--- src/rtl/stream_arb_pkg.sv ---
// stream_arb_pkg: shared ID-width helper and beat type for the stream round-robin arbiter.
package stream_arb_pkg;
  localparam int DEF_NUM_REQ = 4;
  localparam int DEF_DATA_WIDTH = 8;
  function automatic int id_width(input int n);
    return (n > 1) ? $clog2(n) : 1;
  endfunction
  localparam int DEF_ID_WIDTH = id_width(DEF_NUM_REQ);
  typedef struct packed {
    logic [DEF_DATA_WIDTH-1:0] data;
    logic [DEF_ID_WIDTH-1:0]   id;
    logic                      last;
  } beat_t;
endpackage

--- src/rtl/rr_pick.sv ---
// rr_pick: combinational round-robin pick via double-width rotate and priority encode.
module rr_pick #(
  parameter int N  = 4,
  parameter int IW = 2
) (
  input  logic [N-1:0]  req,
  input  logic [IW-1:0] ptr,
  output logic [N-1:0]  gnt,
  output logic [IW-1:0] idx,
  output logic          any
);
  localparam logic [IW:0] N_V = (IW+1)'(N);
  logic [2*N-1:0] dbl;
  logic [IW-1:0]  off;
  logic [IW:0]    sum;
  always_comb begin
    dbl = {req, req} >> ptr;
    any = |dbl[N-1:0];
    off = '0;
    for (int i = N - 1; i >= 0; i--) off = dbl[i] ? IW'(i) : off;
    sum = {1'b0, ptr} + {1'b0, off};
    idx = IW'((sum >= N_V) ? sum - N_V : sum);
    gnt = any ? (N'(1) << idx) : '0;
  end
endmodule

--- src/rtl/stream_rr_arbiter.sv ---
// stream_rr_arbiter: round-robin N:1 valid/ready arbiter feeding a registered output stage.
// Define STREAM_ARB_LOCK_EN to add req_last/out_last and hold the grant for a whole packet.
module stream_rr_arbiter
  import stream_arb_pkg::*;
#(
  parameter int NUM_REQ    = 4,
  parameter int DATA_WIDTH = 8,
  parameter int ID_WIDTH   = id_width(NUM_REQ)
) (
  input  logic                          clk,
  input  logic                          rst,
  input  logic [NUM_REQ-1:0]            req_valid,
  output logic [NUM_REQ-1:0]            req_ready,
  input  logic [NUM_REQ*DATA_WIDTH-1:0] req_data,
  output logic                          out_valid,
  input  logic                          out_ready,
  output logic [DATA_WIDTH-1:0]         out_data,
  output logic [ID_WIDTH-1:0]           out_id
`ifdef STREAM_ARB_LOCK_EN
  ,
  input  logic [NUM_REQ-1:0]            req_last,
  output logic                          out_last
`endif
);
  logic                  out_valid_q, out_valid_d;
  logic [DATA_WIDTH-1:0] out_data_q, out_data_d;
  logic [ID_WIDTH-1:0]   out_id_q, out_id_d;
  logic [ID_WIDTH-1:0]   rr_ptr_q, rr_ptr_d;
  logic [NUM_REQ-1:0]    cand, gnt;
  logic [ID_WIDTH-1:0]   idx, idx_inc;
  logic                  any, can_load, xfer, pkt_end;

`ifdef STREAM_ARB_LOCK_EN
  logic                lock_q, lock_d;
  logic [ID_WIDTH-1:0] lock_id_q, lock_id_d;
  logic                out_last_q, out_last_d;
  // While locked only the packet owner is a candidate; others wait.
  assign cand    = lock_q ? (req_valid & (NUM_REQ'(1) << lock_id_q)) : req_valid;
  assign pkt_end = req_last[idx];
  assign out_last = out_last_q;
  always_comb begin
    lock_d     = xfer ? !pkt_end : lock_q;
    lock_id_d  = xfer ? idx : lock_id_q;
    out_last_d = xfer ? pkt_end : out_last_q;
  end
  always_ff @(posedge clk or posedge rst)
    if (rst) begin
      lock_q     <= 1'b0;
      lock_id_q  <= '0;
      out_last_q <= 1'b0;
    end else begin
      lock_q     <= lock_d;
      lock_id_q  <= lock_id_d;
      out_last_q <= out_last_d;
    end
`else
  assign cand    = req_valid;
  assign pkt_end = 1'b1;
`endif

  rr_pick #(.N(NUM_REQ), .IW(ID_WIDTH)) u_pick (
    .req(cand),
    .ptr(rr_ptr_q),
    .gnt(gnt),
    .idx(idx),
    .any(any)
  );

  assign can_load  = !out_valid_q || out_ready;
  assign xfer      = any && can_load && !rst;
  assign req_ready = xfer ? gnt : '0;
  assign idx_inc   = (idx == ID_WIDTH'(NUM_REQ - 1)) ? '0 : idx + ID_WIDTH'(1);
  assign out_valid = out_valid_q;
  assign out_data  = out_data_q;
  assign out_id    = out_id_q;

  always_comb begin
    out_valid_d = xfer || (out_valid_q && !out_ready);
    out_data_d  = xfer ? req_data[idx*DATA_WIDTH +: DATA_WIDTH] : out_data_q;
    out_id_d    = xfer ? idx : out_id_q;
    rr_ptr_d    = (xfer && pkt_end) ? idx_inc : rr_ptr_q;
  end

  always_ff @(posedge clk or posedge rst)
    if (rst) begin
      out_valid_q <= 1'b0;
      out_data_q  <= '0;
      out_id_q    <= '0;
      rr_ptr_q    <= '0;
    end else begin
      out_valid_q <= out_valid_d;
      out_data_q  <= out_data_d;
      out_id_q    <= out_id_d;
      rr_ptr_q    <= rr_ptr_d;
    end
endmodule

--- config.mk ---
export PLATFORM = sky130hd
export DESIGN_NAME = stream_rr_arbiter
export DESIGN_NICKNAME = d
export VERILOG_FILES = /design/src/rtl/stream_arb_pkg.sv /design/src/rtl/rr_pick.sv /design/src/rtl/stream_rr_arbiter.sv
export SDC_FILE = /design/constraint.sdc
export NUM_CORES = 1
export LEC_CHECK = 0
export CAP_MARGIN = 20
export CORE_UTILIZATION = 35
export DETAILED_ROUTE_END_ITERATION = 7
export PLACE_DENSITY = 0.75
export SKIP_CTS_REPAIR_TIMING = 1
export SYNTH_ARGS = -nofsm -noshare
export SYNTH_HDL_FRONTEND = slang
export SYNTH_SLANG_ARGS = --single-unit
--- constraint.sdc ---
create_clock -name clk -period 2.7 [get_ports clk]
set_input_delay 0.54 -clock clk [delete_from_list [all_inputs] [get_ports clk]]
set_output_delay 0.54 -clock clk [all_outputs]
set_load 0.02 [all_outputs]
==> flow_summary.toml, run 1 <==
[sta]
worst_slew_pin_slew_ns = 0.570
finalSetupViolations = 4
hold_viol = 0
finalCritPeriodShare = 1.07
hold_ws_ns = 0.484
rsz0062_at_grt = "yes"
relSlewSlack = 0.620
fin_ws_ns = -0.192
final.min_clock_period_ns = 2.89
skew_ns = 0.00123
tns_ns = -0.640
maxSlewViolCount = 0
timing.fmax_mhz = 346

[power]
power.leakage_nw = 0.824
p_total_mw = 2.18
comb_power_share = 0.787
ir_drop_mv = 0.727
swShare = 0.439
power.switching_mw = 0.956
intPower_mw = 1.22
pwr-share-clk = 0.055
power.density_nw_per_um2 = 1110
seqPwrFrac = 0.159

[worst_setup_path]
critical_path.endpoint_type = "primary output"
cp_cell_sequence = "dlymetal6s2s_1 -> nor2_1 -> o21ai_0 -> o221ai_1 -> ha_2 -> xor2_2 -> nand3_4 -> nand2_4 -> ha_4 -> and3_4 -> buf_6"
slowest_delay_ns = 0.29
crit_fanout = 4
worstReg2RegStart = "rr_ptr_q[0]"
cp_data_required_time_ns = 2.16
start_kind = "input port"
rrSetupSlack_ns = 0.21
worstPathArrival_ns = 2.35
path_class = "in -> out"
slowest_stage = "ha_2"
startpoint = "req_valid[2]"

[grt]
antenna_found_initial = 0
grt_pass1_wl_um = 5010
grt_pass1_vias = 1191
grt_util_all_layers = 0.196
grt_start_max_net_pins = 23
grt_overflow = 0

[layout]
layout_common_cells = "45 x clkdlybuf4s50_1, 28 x buf_4, 16 x nor2b_1"
post-route-util = 0.704
seq_area_um2 = 325
multiInputGateArea_um2 = 777
final_common_cell = "clkdlybuf4s50_1"
drive_above_1_share = 0.286
fin_area_um2 = 1960
fill_cells = 225
antenna_cells = 0
area_growth_pct = 87.7
final_cells = 227
nets = 238

[yosys]
ys_warn_count = 0
synth.area.top_cells = "dfrtp_1 31%, nor2b_1 9.6%, a2111oi_0 6.7%"
ys_seq_area_frac = 0.312
syn_inst = 117
syn_area_per_cell_um2 = 8.92
ys_ff_latch = 13
synth-edff-count = 0
ys_types = 35
synth_top_area_share = 0.312
syn_area_um2 = 1040
async_flop_share = 1.00
synthesis.nets = 158
yosysTopAreaCell = "dfrtp_1"
synthFlopType = "dfrtp_1"

[drt]
m1WireLength_um = 1280
drt-total-wl_um = 3100
route.met3.wl_um = 215
drtIter0Drc = 32
via_count = 1188
wire_per_inst_um = 13.7
dr.pass1.iters = 4
ant_nets = 0
route.met2.wl_um = 1610
route.top_layer_used = "met3"
vias_per_cell = 5.23
route.detailed.drc = 0

[clock_tree]
cts_buffer_depth = 2
clock-sinks = 13
cts.reportedPaths.clkPinSlew_ns = 0.08
cts_max_level = 1
cts_made_buffers = 3
cts_tree = "built"
cts-root-buf = "clkbuf_4"
clkLatencyLatePin_ns = 0.26

[hold_path]
hp-class = "reg -> reg"
worstHoldStart = "out_data[2]"

[placed_design]
postPlaceCellArea_um2 = 1890
gp_congestion = 0.799
place_ws_ns = -1.04
port_buffers = 53
placed_cells = 222
dpl.hpwl_um = 2540

[die]
row_count = 19
io_pins = 54
die_w_um = 56.6
die_h_um = 56.6
fp.coreArea_um2 = 2780
die_area_um2 = 3200
initial_core_util = 0.375

[run_status]
status = "finished, violations left"
violations = "setup timing"

[flow_run]
cap_violations = 0
-- critical path, delay by kind of cell --
| kind | cells | cell delay [ns] |
|---|---|---|
| adder cells (fa/ha/maj) | 2 | 0.41 |
| AO/OA/AOI/OAI | 2 | 0.34 |
| XOR/XNOR | 1 | 0.21 |
| buffers and inverters | 2 | 0.27 |
| AND/OR/NAND/NOR | 4 | 0.56 |
-- metal layers --
metal,GRT usage,up-vias
met4,0.0209,0
li1,-,605
met2,0.370,42
met1,0.227,541
met3,0.0507,0
met5,0,-
-- area by class of cell --
type	instances	share of cell area
clock buffer	4	0.0134
inverter	1	0.00192
multi-input combinational	95	0.397
sequential	13	0.166
tap	31	0.0198
timing repair buffer	83	0.402
-- power groups by stage --
stage / sequential [mW] / clock [mW] / combinational (mW)
finish: 0.346 / 0.119 / 1.71
global route: 0.358 / 0.131 / 1.84
CTS: 0.346 / 0.122 / 1.66
detailed placement: 0.347 / 0 / 1.66
global placement: 0.343 / 0 / 1.62
floorplan: 0.425 / 0 / 0.939
-- Yosys cell counts, types with 2 or more instances --
cell type,instances
clkbuf_1,5
nor2b_1,16
ha_1,2
nand2_1,13
o31ai_1,9
dfrtp_1,13
a2111oi_0,8
nor3_1,2
buf_2,2
nand2b_1,4
a21oi_1,4
a221oi_1,8
nor3b_1,4
nor2_1,4
mux2_2,3
-- worst paths after layout --
path / to / cells after the start
setup reg to reg: out_data[0] / 11
max in group asynchronous: out_data[7] / 2
hold reg to reg: out_data[2] / 2
setup / recovery: req_ready[3] / 11
hold / removal: out_data[2] / 2
min in group asynchronous: rr_ptr_q[0] / 2
-- cells by family (layout without fill, tap and decap cells) --
family,after synthesis,after routing,share of synthesized area
simple gates,49,49,0.266
compound gates,38,38,0.296
flops,13,13,0.312
buf+inv,9,88,0.0384
mux,4,4,0.0468
fa+ha+maj,2,2,0.0240
xor+xnor,2,2,0.0168
-- flip-flops by register name, summed over array words and instances, names as in the netlist --
register	cells
out_data	8
out_id	2
rr_ptr_q	2
out_valid	1
(Power assumes the default switching activity.)
==> run 2, diff against run 1 <==
--- a/config.mk
+++ b/config.mk
@@ -6,10 +6,12 @@
 export NUM_CORES = 1
 export LEC_CHECK = 0
 export CAP_MARGIN = 20
+export CORE_MARGIN = 4
 export CORE_UTILIZATION = 35
 export DETAILED_ROUTE_END_ITERATION = 7
 export PLACE_DENSITY = 0.75
 export SKIP_CTS_REPAIR_TIMING = 1
 export SYNTH_ARGS = -nofsm -noshare
 export SYNTH_HDL_FRONTEND = slang
+export SYNTH_HIERARCHICAL = 1
 export SYNTH_SLANG_ARGS = --single-unit
==> run 2 against run 1 <==
The run still ends with setup timing left. Clock-buffer cell count fell by 1. Largest power group unchanged. Routed wire length fell by 13%. Die area rose by 22%. Sequential power rose by 4%.
==> flow_summary.toml, run 2 <==
[layout]
drive_above_1_share = 0.381
largest_reg_flops = 8
nets = 197
final_common_cell = "clkdlybuf4s50_1"
area_growth_pct = 73.3
layout_common_cells = "45 x clkdlybuf4s50_1, 16 x buf_4, 13 x dfrtp_1"
antenna_cells = 0

[yosys]
post-synth-top-count-cell = "dfrtp_1"
syn_area_um2 = 1040
yosysTopAreaCell = "dfrtp_1"
async_flop_share = 1.00
ys_seq_area_frac = 0.313
syn_inst = 86
synth_top_area_share = 0.313
ys_types = 28
synthesis.nets = 127
synthTopCellsByCount = "13 x dfrtp_1, 8 x mux2_4, 8 x mux4_2"
synth.area.top_cells = "dfrtp_1 31%, mux4_2 17%, mux2_4 12%"
synth-edff-count = 0
syn_area_per_cell_um2 = 12.1
ys_ff_latch = 13
synthFlopType = "dfrtp_1"
ys_warn_count = 6

[sta]
relSlewSlack = 0.674
finalSetupViolations = 1
tns_ns = -0.0185
hold_viol = 0
rsz0062_at_grt = "yes"
finalCritPeriodShare = 1.01
fin_ws_ns = -0.0185
skew_ns = 0.00427
final.min_clock_period_ns = 2.72
maxSlewViolCount = 0
timing.fmax_mhz = 368
worst_slew_pin_slew_ns = 0.488

[die]
die_w_um = 62.5
die_area_um2 = 3900
initial_core_util = 0.370
row_count = 19
io_pins = 54
fp.coreArea_um2 = 2810
die_h_um = 62.5

[clock_tree]
cts_max_level = 1
cts-root-buf = "clkbuf_4"
cts.reportedPaths.clkPinSlew_ns = 0.08
cts_made_buffers = 3
cts_buffer_depth = 2
cts_tree = "built"
clock-sinks = 13
clkLatencyLatePin_ns = 0.26

[grt]
grt_start_max_net_pins = 14
grt_pass1_vias = 1066
grt_util_all_layers = 0.141
use_met1 = 0.156
grt_pass1_wl_um = 4570
grt_overflow = 0
antenna_found_initial = 0
use_met3 = 0.0558
busiest_layer = "met2"
met2_usage = 0.245

[power]
power.leakage_nw = 0.784
p_total_mw = 2.13
ir_drop_mv = 0.589
power.density_nw_per_um2 = 1180

[placed_design]
port_buffers = 53
gp_congestion = 0.883
dpl.hpwl_um = 2180

[worst_setup_path]
cp_data_required_time_ns = 2.16
slowest_delay_ns = 0.42
path_class = "reg -> out"
crit_fanout = 4
worstPathArrival_ns = 2.18
start_kind = "flop"
slowest_stage = "dfrtp_1"
critical_path.endpoint_type = "primary output"
cp_cell_sequence = "nand2b_4 -> a21oi_2 -> o211ai_1 -> o31a_1 -> ha_4 -> xor2_2 -> nand2_1 -> mux2i_1 -> and2_1 -> buf_6"

[hold_path]
hp-class = "reg -> reg"

[run_status]
status = "finished, violations left"
violations = "setup timing"

[drt]
via_count = 922
wire_per_inst_um = 14.5
drtIter0Drc = 19
drt-total-wl_um = 2690
ant_nets = 0
dr.pass1.iters = 4
vias_per_cell = 4.96
route.detailed.drc = 0

[flow_run]
cap_violations = 0
run 2: final timing paths:
| check | startpoint | to | slack, ns | cells past startpoint |
|---|---|---|---|---|
| max in group asynchronous | rst | rr_ptr_q[1] | 1.76 | 2 |
| setup / recovery | rr_ptr_q[1] | req_ready[2] | -0.02 | 10 |
| setup reg to reg | rr_ptr_q[1] | out_data[0] | 0.12 | 10 |
| hold reg to reg | out_data[4] | out_data[4] | 0.52 | 1 |
| min in group asynchronous | rst | out_data[6] | 0.61 | 2 |
| hold / removal | out_data[4] | out_data[4] | 0.52 | 1 |
run 2: critical path: cells and delay by family (launching register included):
kind / cells / cell delay, ns
xor+xnor: 1 / 0.17
fa+ha+maj: 1 / 0.18
flops: 1 / 0.42
simple gates: 3 / 0.43
buf+inv: 1 / 0.12
compound gates: 3 / 0.46
mux: 1 / 0.15
run 2: layer usage:
| metal | up-vias | routed length, µm |
|---|---|---|
| met1 | 427 | 1050 |
| met4 | 0 | 16 |
| met2 | 41 | 1350 |
| met5 | - | 0 |
| li1 | 452 | - |
| met3 | 2 | 283 |
run 2: cell families (layout without fill, tap and decap cells):
group                    Yosys count  in the layout  synth area share
AO/OA/AOI/OAI                     10             10            0.0819
XOR/XNOR                           3              3            0.0253
adder cells (fa/ha/maj)            2              2            0.0241
AND/OR/NAND/NOR                   22             22             0.112
buffers and inverters             11             80            0.0626
flip-flops                        13             13             0.313
multiplexers                      25             25             0.381
run 2: power by group:
| group | switching (mW) | internal, mW |
|---|---|---|
| Sequential | 0.0667 | 0.293 |
| Combinational | 0.678 | 0.979 |
| Clock | 0.0584 | 0.0547 |
| Total | 0.803 | 1.33 |
run 2: metrics by stage:
stage	hold slack (ns)	util	worst slack, ns	cells	instance area [µm²]
after floorplan	0.417	-	0.00866	86	1040
after global placement	0.495	0.598	-0.840	180	1680
after detailed placement	0.492	0.598	-0.939	180	1680
after CTS	0.524	0.608	-0.950	184	1710
after global routing	0.543	0.641	-0.112	186	1800
final	0.518	0.641	-0.0185	186	1800
run 2: cell type report:
type / count / area [µm²]
tap: 31 / 38.8
clock buffer: 3 / 22.5
inverter: 6 / 22.5
sequential: 13 / 325
timing repair buffer: 70 / 662
clock inverter: 1 / 5.00
fill: 230 / 1010
multi-input combinational: 62 / 723
==> run 3, diff against run 2 <==
--- a/config.mk
+++ b/config.mk
@@ -5,12 +5,13 @@
 export SDC_FILE = /design/constraint.sdc
 export NUM_CORES = 1
 export LEC_CHECK = 0
+export ABC_CLOCK_PERIOD_IN_PS = 2700
 export CAP_MARGIN = 20
-export CORE_MARGIN = 4
 export CORE_UTILIZATION = 35
 export DETAILED_ROUTE_END_ITERATION = 7
 export PLACE_DENSITY = 0.75
 export SKIP_CTS_REPAIR_TIMING = 1
+export SLEW_MARGIN = 25
 export SYNTH_ARGS = -nofsm -noshare
 export SYNTH_HDL_FRONTEND = slang
 export SYNTH_HIERARCHICAL = 1
==> run 3 against run 2 <==
The run still ends with setup timing left. Clock power rose by 4%. Sequential power increased by 1%. Non-clock buffer count stayed put. Sequential cell count is the same. Setup slack worse by 0.036 ns. Combinational power about the same. First-iteration DRC count is the same. Worst hold slack worse by 0.0037 ns. Via count rose by 2.9%. Critical endpoint is now req_ready[3]. Largest power group unchanged. Highest routed layer unchanged.
==> flow_summary.toml, run 3 (same netlist as run 2, synthesis figures left out) <==
[drt]
route.detailed.drc = 0
via_count = 949
drtIter0Drc = 19
dr.pass1.iters = 3
drt-total-wl_um = 2610
vias_per_cell = 5.10
ant_nets = 0
wire_per_inst_um = 14.0

[sta]
final.min_clock_period_ns = 2.75
hold_viol = 0
relSlewSlack = 0.691
timing.fmax_mhz = 363
maxSlewViolCount = 0
finalSetupViolations = 4
fin_ws_ns = -0.0545
finalCritPeriodShare = 1.02
rsz0062_at_grt = "yes"
hold_ws_ns = 0.514
skew_ns = 0.00226
worst_slew_pin_slew_ns = 0.462

[clock_tree]
cts_made_buffers = 3
cts.reportedPaths.clkPinSlew_ns = 0.08
cts_max_level = 1
cts-root-buf = "clkbuf_4"
clkLatencyLatePin_ns = 0.27
cts_tree = "built"
cts_buffer_depth = 2
clock-sinks = 13

[run_status]
violations = "setup timing"
status = "finished, violations left"

[grt]
grt_start_max_net_pins = 14
grt_util_all_layers = 0.163
grt_pass1_wl_um = 4030
antenna_found_initial = 0
grt_pass1_vias = 996
grt_overflow = 0

[power]
power.density_nw_per_um2 = 1200
ir_drop_mv = 1.13
power.leakage_nw = 0.785

[layout]
area_growth_pct = 73.1
seq_area_um2 = 325
nets = 197
largest_reg_flops = 8
fin_area_um2 = 1800
multiInputGateArea_um2 = 699
drive_above_1_share = 0.342
final_common_cell = "clkdlybuf4s50_1"
layout_common_cells = "45 x clkdlybuf4s50_1, 14 x buf_4, 13 x dfrtp_1"
fill_cells = 213
antenna_cells = 0

[worst_setup_path]
worstPathArrival_ns = 2.21
rrSetupSlack_ns = 0.12
crit_fanout = 4
start_kind = "flop"
path_class = "reg -> out"
cp_data_required_time_ns = 2.16
critical_path.endpoint_type = "primary output"

[die]
initial_core_util = 0.373
fp.coreArea_um2 = 2780
die_w_um = 56.5
row_count = 19
io_pins = 54
die_area_um2 = 3190
die_h_um = 56.5

[hold_path]
hp-class = "reg -> reg"

[placed_design]
postPlaceCellArea_um2 = 1700
place_ws_ns = -0.910
port_buffers = 53
dpl.hpwl_um = 2010
gp_congestion = 0.866

[flow_run]
cap_violations = 0
==> run 3: cell count changes in the layout (fill, tap and decap cells not counted), sizes merged <==
cell          delta
clkinv           -1
dlymetal6s2s     +1
==> run 3: where the power goes <==
part           internal (mW)  switching, mW  total (mW)
registers              0.293         0.0705       0.364
clock network         0.0573         0.0601       0.117
logic                  0.991          0.677        1.67
total                   1.34          0.808        2.15
==> run 3: cell type report <==
class                           count  share of cell area
Multi-Input combinational cell     62               0.389
Inverter                            6              0.0125
Sequential cell                    13               0.181
Clock buffer                        4              0.0146
Tap cell                           31              0.0216
Timing Repair Buffer               70               0.381
==> run 3: critical path, cell delays in order (launching register included) <==
cell,delay (ns)
dfrtp_1,0.42
nand2b_4,0.16
a21oi_2,0.14
o211ai_1,0.12
o31a_1,0.16
ha_4,0.29
nor2b_4,0.14
nand2_1,0.08
mux2i_1,0.15
and2_1,0.16
buf_6,0.12
==> run 3: metrics by stage <==
stage	util	std cells	TNS [ns]	total power [mW]
finish	0.646	186	-0.109	2.15
global route	0.646	186	-0.712	2.30
CTS	0.620	185	-5.69	2.04
detailed placement	0.610	181	-8.66	1.91
global placement	0.610	181	-8.33	1.87
floorplan	-	86	0	1.35
==> run 3: path summary, 6_finish.rpt <==
kind,cells past startpoint,from,to
worst max-delay path,10,rr_ptr_q[1],req_ready[3]
worst min-delay path,1,out_id[0],out_id[0]
worst max register to register,11,rr_ptr_q[1],out_data[2]
worst min register to register,1,out_id[0],out_id[0]
max in group asynchronous,2,rst,out_data[0]
min in group asynchronous,2,rst,out_data[7]
==> run 3: metal layers <==
| layer | part of all wire | global-route usage |
|---|---|---|
| met1 | 0.39 | 0.177 |
| met2 | 0.52 | 0.296 |
| met3 | 0.072 | 0.0369 |
| met4 | 0.018 | 0.0767 |
| met5 | 0 | 0 |
